==> config.mk <==
export PLATFORM = sky130hd
export DESIGN_NAME = mantissa_add_sub_pipe
export DESIGN_NICKNAME = d
export VERILOG_FILES = /design/src/rtl/mantissa_add_sub_pipe.sv
export SDC_FILE = /design/constraint.sdc
export NUM_CORES = 1
export LEC_CHECK = 0
export CORE_MARGIN = 1.5
export CORE_UTILIZATION = 40
export DETAILED_ROUTE_END_ITERATION = 7
export PLACE_DENSITY_LB_ADDON = 0.12
export SETUP_SLACK_MARGIN = 0.2
export SLEW_MARGIN = 10
export SYNTH_ARGS = -nofsm -noshare
export SYNTH_HDL_FRONTEND = slang
export SYNTH_SLANG_ARGS = --single-unit
==> constraint.sdc <==
create_clock -name clk -period 19.3 [get_ports clk]
set_clock_uncertainty 0.05 [all_clocks]
set_input_delay 5.79 -clock clk [delete_from_list [all_inputs] [get_ports clk]]
set_output_delay 5.79 -clock clk [all_outputs]
set_load 0.05 [all_outputs]
==> src/rtl/mantissa_add_sub_pipe.sv <==
// Two-stage mantissa adder/subtractor for the FPU add path.
// Stage 1 resolves the operation; stage 2 adds leading-zero and zero flags.
module mantissa_add_sub_pipe #(
    parameter int MANTISSA_WIDTH = 23,
    parameter int LZC_W = $clog2(MANTISSA_WIDTH + 5),
    localparam int DW = MANTISSA_WIDTH + 4
) (
    input  logic             clk,
    input  logic             arst_n,
    input  logic             in_valid,
    output logic             in_ready,
    input  logic [DW-1:0]    man_a,
    input  logic [DW-1:0]    man_b,
    input  logic             operation_select,
    input  logic             ma_sign,
    input  logic             mb_sign,
    output logic             out_valid,
    input  logic             out_ready,
    output logic [DW-1:0]    result,
    output logic             carry_out,
    output logic             result_sign,
    output logic [LZC_W-1:0] lzc,
    output logic             zero_result
);

    logic            s1_valid;
    logic [DW-1:0]   s1_r;
    logic            s1_c;
    logic            s1_sign;
    logic            s1_adv;
    logic            s2_adv;

    logic            eff_sub;
    logic            a_ge_b;
    logic [DW:0]     sum;
    logic [DW-1:0]   r_d;
    logic            c_d;
    logic            sign_d;

    logic            zero_d;
    logic [LZC_W-1:0] lzc_d;

    function automatic logic [LZC_W-1:0] count_lz(input logic [DW-1:0] v);
        logic [LZC_W-1:0] n;
        logic             hit;
        n   = '0;
        hit = 1'b0;
        for (int i = DW - 1; i >= 0; i--) begin
            if (!hit) begin
                if (v[i]) hit = 1'b1;
                else      n   = n + 1'b1;
            end
        end
        return n;
    endfunction

    assign s2_adv   = !out_valid || out_ready;
    assign s1_adv   = !s1_valid || s2_adv;
    assign in_ready = s1_adv;

    // Resolve effective operation; subtract always yields a magnitude.
    always_comb begin
        eff_sub = ma_sign ^ mb_sign ^ operation_select;
        a_ge_b  = man_a >= man_b;
        sum     = {1'b0, man_a} + {1'b0, man_b};
        r_d     = sum[DW-1:0];
        c_d     = sum[DW];
        sign_d  = ma_sign;
        if (eff_sub) begin
            c_d = 1'b0;
            if (a_ge_b) begin
                r_d    = man_a - man_b;
                sign_d = ma_sign;
            end else begin
                r_d    = man_b - man_a;
                sign_d = mb_sign ^ operation_select;
            end
            if (r_d == '0) sign_d = 1'b0;
        end
    end

    // Stage 1 register: captures on input accept.
    always_ff @(posedge clk or negedge arst_n) begin
        if (!arst_n) begin
            s1_valid <= 1'b0;
            s1_r     <= '0;
            s1_c     <= 1'b0;
            s1_sign  <= 1'b0;
        end else if (s1_adv) begin
            s1_valid <= in_valid;
            if (in_valid) begin
                s1_r    <= r_d;
                s1_c    <= c_d;
                s1_sign <= sign_d;
            end
        end
    end

    // Leading zeros; a carry means the MSB sits above bit DW-1.
    always_comb begin
        zero_d = !s1_c && (s1_r == '0);
        lzc_d  = count_lz(s1_r);
        if (s1_c)        lzc_d = '0;
        else if (zero_d) lzc_d = LZC_W'(DW);
    end

    // Stage 2 register: output side, holds while stalled.
    always_ff @(posedge clk or negedge arst_n) begin
        if (!arst_n) begin
            out_valid   <= 1'b0;
            result      <= '0;
            carry_out   <= 1'b0;
            result_sign <= 1'b0;
            lzc         <= '0;
            zero_result <= 1'b0;
        end else if (s2_adv) begin
            out_valid <= s1_valid;
            if (s1_valid) begin
                result      <= s1_r;
                carry_out   <= s1_c;
                result_sign <= s1_sign;
                lzc         <= lzc_d;
                zero_result <= zero_d;
            end
        end
    end

endmodule
==> impl_metrics.csv <==
group,metric,value,unit
status,status,"finished clean",
cts,cts_setup_buffers,0,
cts,clk_pin_slew,60,ps
sta,tns,0,ps
sta,final.period_utilization,0.677,
synthesis,synth-edff-count,0,
cts,insertion_delay,340,ps
finish,final_common_cell,"nand2_1",
setup_path,crit_chain,"clkdlybuf4s50_1 -> nand3b_1 -> clkdlybuf4s50_1",
cts,htreeDepth,3,
sta,finalHoldViolations,0,
sta,fmax,76.5,MHz
floorplan,core-area,23500,um^2
cts,ctsResizeCount,0,
route,drc,0,
synthesis,seq_area_frac_synth,0.172,
setup_path,required,13460,ps
finish,layout-drive-gt1-share,0.0451,
route,drtIter0Drc,633,
power_and_ir_drop,p_int,0.498,mW
cts,clock_tree.buffer_depth,2,
setup_path,cp_top_family,"buffers and inverters",
finish,syn_to_final_growth,15.9,%
setup_path,start_kind,"input pin",
placed_design,gp_congestion,0.928,
sta,fin_crit,13070,ps
route,wire_per_inst,17.3,um
power_and_ir_drop,comb_power_share,0.575,
synthesis,ys_warn_count,0,
synthesis,synth_fp_nets,1506,
floorplan,rows,56,
hold_path,hold_path_startpoint,"result[24]$_DFFE_PN0P_",
synthesis,ys_dominant_reg_cell,"dfrtp_1",
synthesis,synth_cell_types,85,
power_and_ir_drop,p_leak,5.02,nW
synthesis,postSynthAreaPerCell,7.16,um^2
finish,nNetsFinal,1558,
cts,cts_buffers,9,
sta,tightestPinTransition,1070,ps
floorplan,die_w,158,um
sta,setup_viol,0,
sta,rsz0062_at_grt,"no",
hold_path,min_path_type,"reg2reg",
route,via_per_inst,5.62,
cts,cts_hold_buf,0,
synthesis,ys_seq_elements,66,
setup_path,critPathBufInv,2,
flow_run,drv_cap,0,
floorplan,ioPinCount,98,
floorplan,die_area,24900,um^2
setup_path,crit_top_cell,"clkdlybuf4s50_1",
power_and_ir_drop,p_seq_frac,0.235,
setup_path,worstSetupEndpointType,"primary output",
global_routing,grt_pass1_vias,9158,
route,via_count,9654,
setup_path,worst_path_max_delay_cell,"clkdlybuf4s50_1",
finish,fillers,2435,
setup_path,crit_start,"out_ready",
floorplan,start_util,0.409,
route,drt_pass1_iterations,5,
power_and_ir_drop,clkPwrFrac,0.189,
synthesis,async_flop_share,1.00,
setup_path,crit_type,"in2out",
global_routing,overflow,0,
setup_path,arrival,7230,ps
finish,most-common-layout-cells,"198 x nand2_1, 120 x a21oi_1, 108 x inv_1, 103 x nor2_1, 102 x ha_1",
global_routing,antenna_found_initial,1,
global_routing,grt_first_pass_wirelength,47.7,mm
synthesis,netlist_area,9590,um^2
sta,slew_viol_final,0,
finish,final_cells,1717,
sta,relSlewSlack,0.281,
global_routing,grt_max_degree,67,
synthesis,synth_cells,1340,
cts,cts_tree,"done",
placed_design,dp_hpwl,23.6,mm
setup_path,cp_slowest_stage_delay,820,ps
cts,cts_sinks,66,
route,wirelength,29.7,mm
placed_design,dp_cells,1700,
cts,cts-root-buf,"clkbuf_16",
power_and_ir_drop,switchingPower,0.460,mW
placed_design,portBuffers,97,
power_and_ir_drop,p_per_area,86.1,nW/um^2
power_and_ir_drop,switching_share,0.480,
power_and_ir_drop,ir_drop,41.4,uV
setup_path,r2r_start,"s1_r[23]$_DFFE_PN0P_",
global_routing,grt_usage,0.243,
route,drt.antenna.violating_nets,0,
setup_path,crit_fanout,4,
floorplan,chipHeight,158,um
## stage by stage
stage	setup WS [ps]	power (mW)	hold slack [ps]	instance area, um^2	utilization
floorplan	7170	0.606	389	9590	-
global route	6170	1.03	439	11100	0.474
finish	6230	0.958	419	11100	0.474
detailed placement	6220	0.772	414	10800	0.460
CTS	6220	0.958	428	11100	0.474
global placement	6240	0.769	409	10800	0.460
## power by group through the flow
stage               combinational, mW  sequential (mW)  clock, mW
floorplan                       0.337            0.269          0
global placement                0.542            0.227          0
detailed placement              0.545            0.227          0
CTS                             0.547            0.225      0.186
global route                    0.605            0.231      0.191
finish                          0.551            0.225      0.181
## metal layers
layer / global-route usage / vias up / share of wire
li1: - / 4776 / -
met2: 0.429 / 280 / 0.49
met4: 0.0934 / 0 / 0.031
met5: 0 / - / 0
met3: 0.0208 / 60 / 0.044
met1: 0.304 / 4538 / 0.44
## synthesized netlist by cell type, types with 22 or more instances
library cell	number	share of area
a21o_1	26	0.020
a21oi_1	120	0.063
clkbuf_1	59	0.023
dfrtp_1	66	0.17
ha_1	102	0.13
inv_1	108	0.042
mux2i_1	22	0.023
nand2_1	198	0.077
nor2_1	103	0.040
nor2b_1	26	0.017
nor3_1	33	0.017
o21ai_0	96	0.050
o21bai_1	22	0.017
xnor2_1	56	0.051
## flip-flops by register name (all words and copies together) (netlist names)
| signal | count |
|---|---|
| lzc | 5 |
| s1_valid | 1 |
| s1_sign | 1 |
| result | 27 |
| result_sign | 1 |
| zero_result | 1 |
| s1_c | 1 |
| carry_out | 1 |
| s1_r | 27 |
| out_valid | 1 |
## final timing paths
kind | to | slack, ps | depth (start not counted)
setup / recovery | in_ready | 6230 | 3
hold / removal | result[24]$_DFFE_PN0P_ | 420 | 2
setup reg to reg | lzc[4]$_DFFE_PN0P_ | 7790 | 57
hold reg to reg | result[24]$_DFFE_PN0P_ | 420 | 2
max in group asynchronous | result[1]$_DFFE_PN0P_ | 13050 | 2
min in group asynchronous | result[12]$_DFFE_PN0P_ | 5570 | 2
## final cells by class
type | count | area [um^2] | share of cell area
diodes | 1 | 2.50 | 0.000225
well taps | 319 | 399 | 0.0359
repair buffers | 106 | 1030 | 0.0930
multi-input cells | 1098 | 7290 | 0.656
flip-flops and latches | 66 | 1650 | 0.149
clock buffers | 9 | 225 | 0.0203
clock inverters | 7 | 101 | 0.00912
inverters | 111 | 417 | 0.0375
## worst reg2reg max path, delay by kind of cell, from the launching register on
family | cells | cell delay (ps)
xor gates and xnor gates | 4 | 630
buffers and inverters | 2 | 140
adders and majority gates | 9 | 2660
and+or+nand+nor | 18 | 3170
DFF | 1 | 480
muxes | 6 | 1110
AOI/OAI and AO/OA | 18 | 3080
## kinds of logic (layout without fill, tap and decap cells)
| family | Yosys count | count (layout) | share of synthesized area |
|---|---|---|---|
| muxes | 32 | 32 | 0.0350 |
| buffers and inverters | 176 | 233 | 0.0691 |
| adders and majority gates | 110 | 110 | 0.144 |
| xor gates and xnor gates | 85 | 85 | 0.0871 |
| AOI/OAI and AO/OA | 382 | 382 | 0.248 |
| DFF | 66 | 66 | 0.172 |
| other | 0 | 1 | 0 |
| and+or+nand+nor | 489 | 489 | 0.244 |
Power figures use the tool's default switching activity.
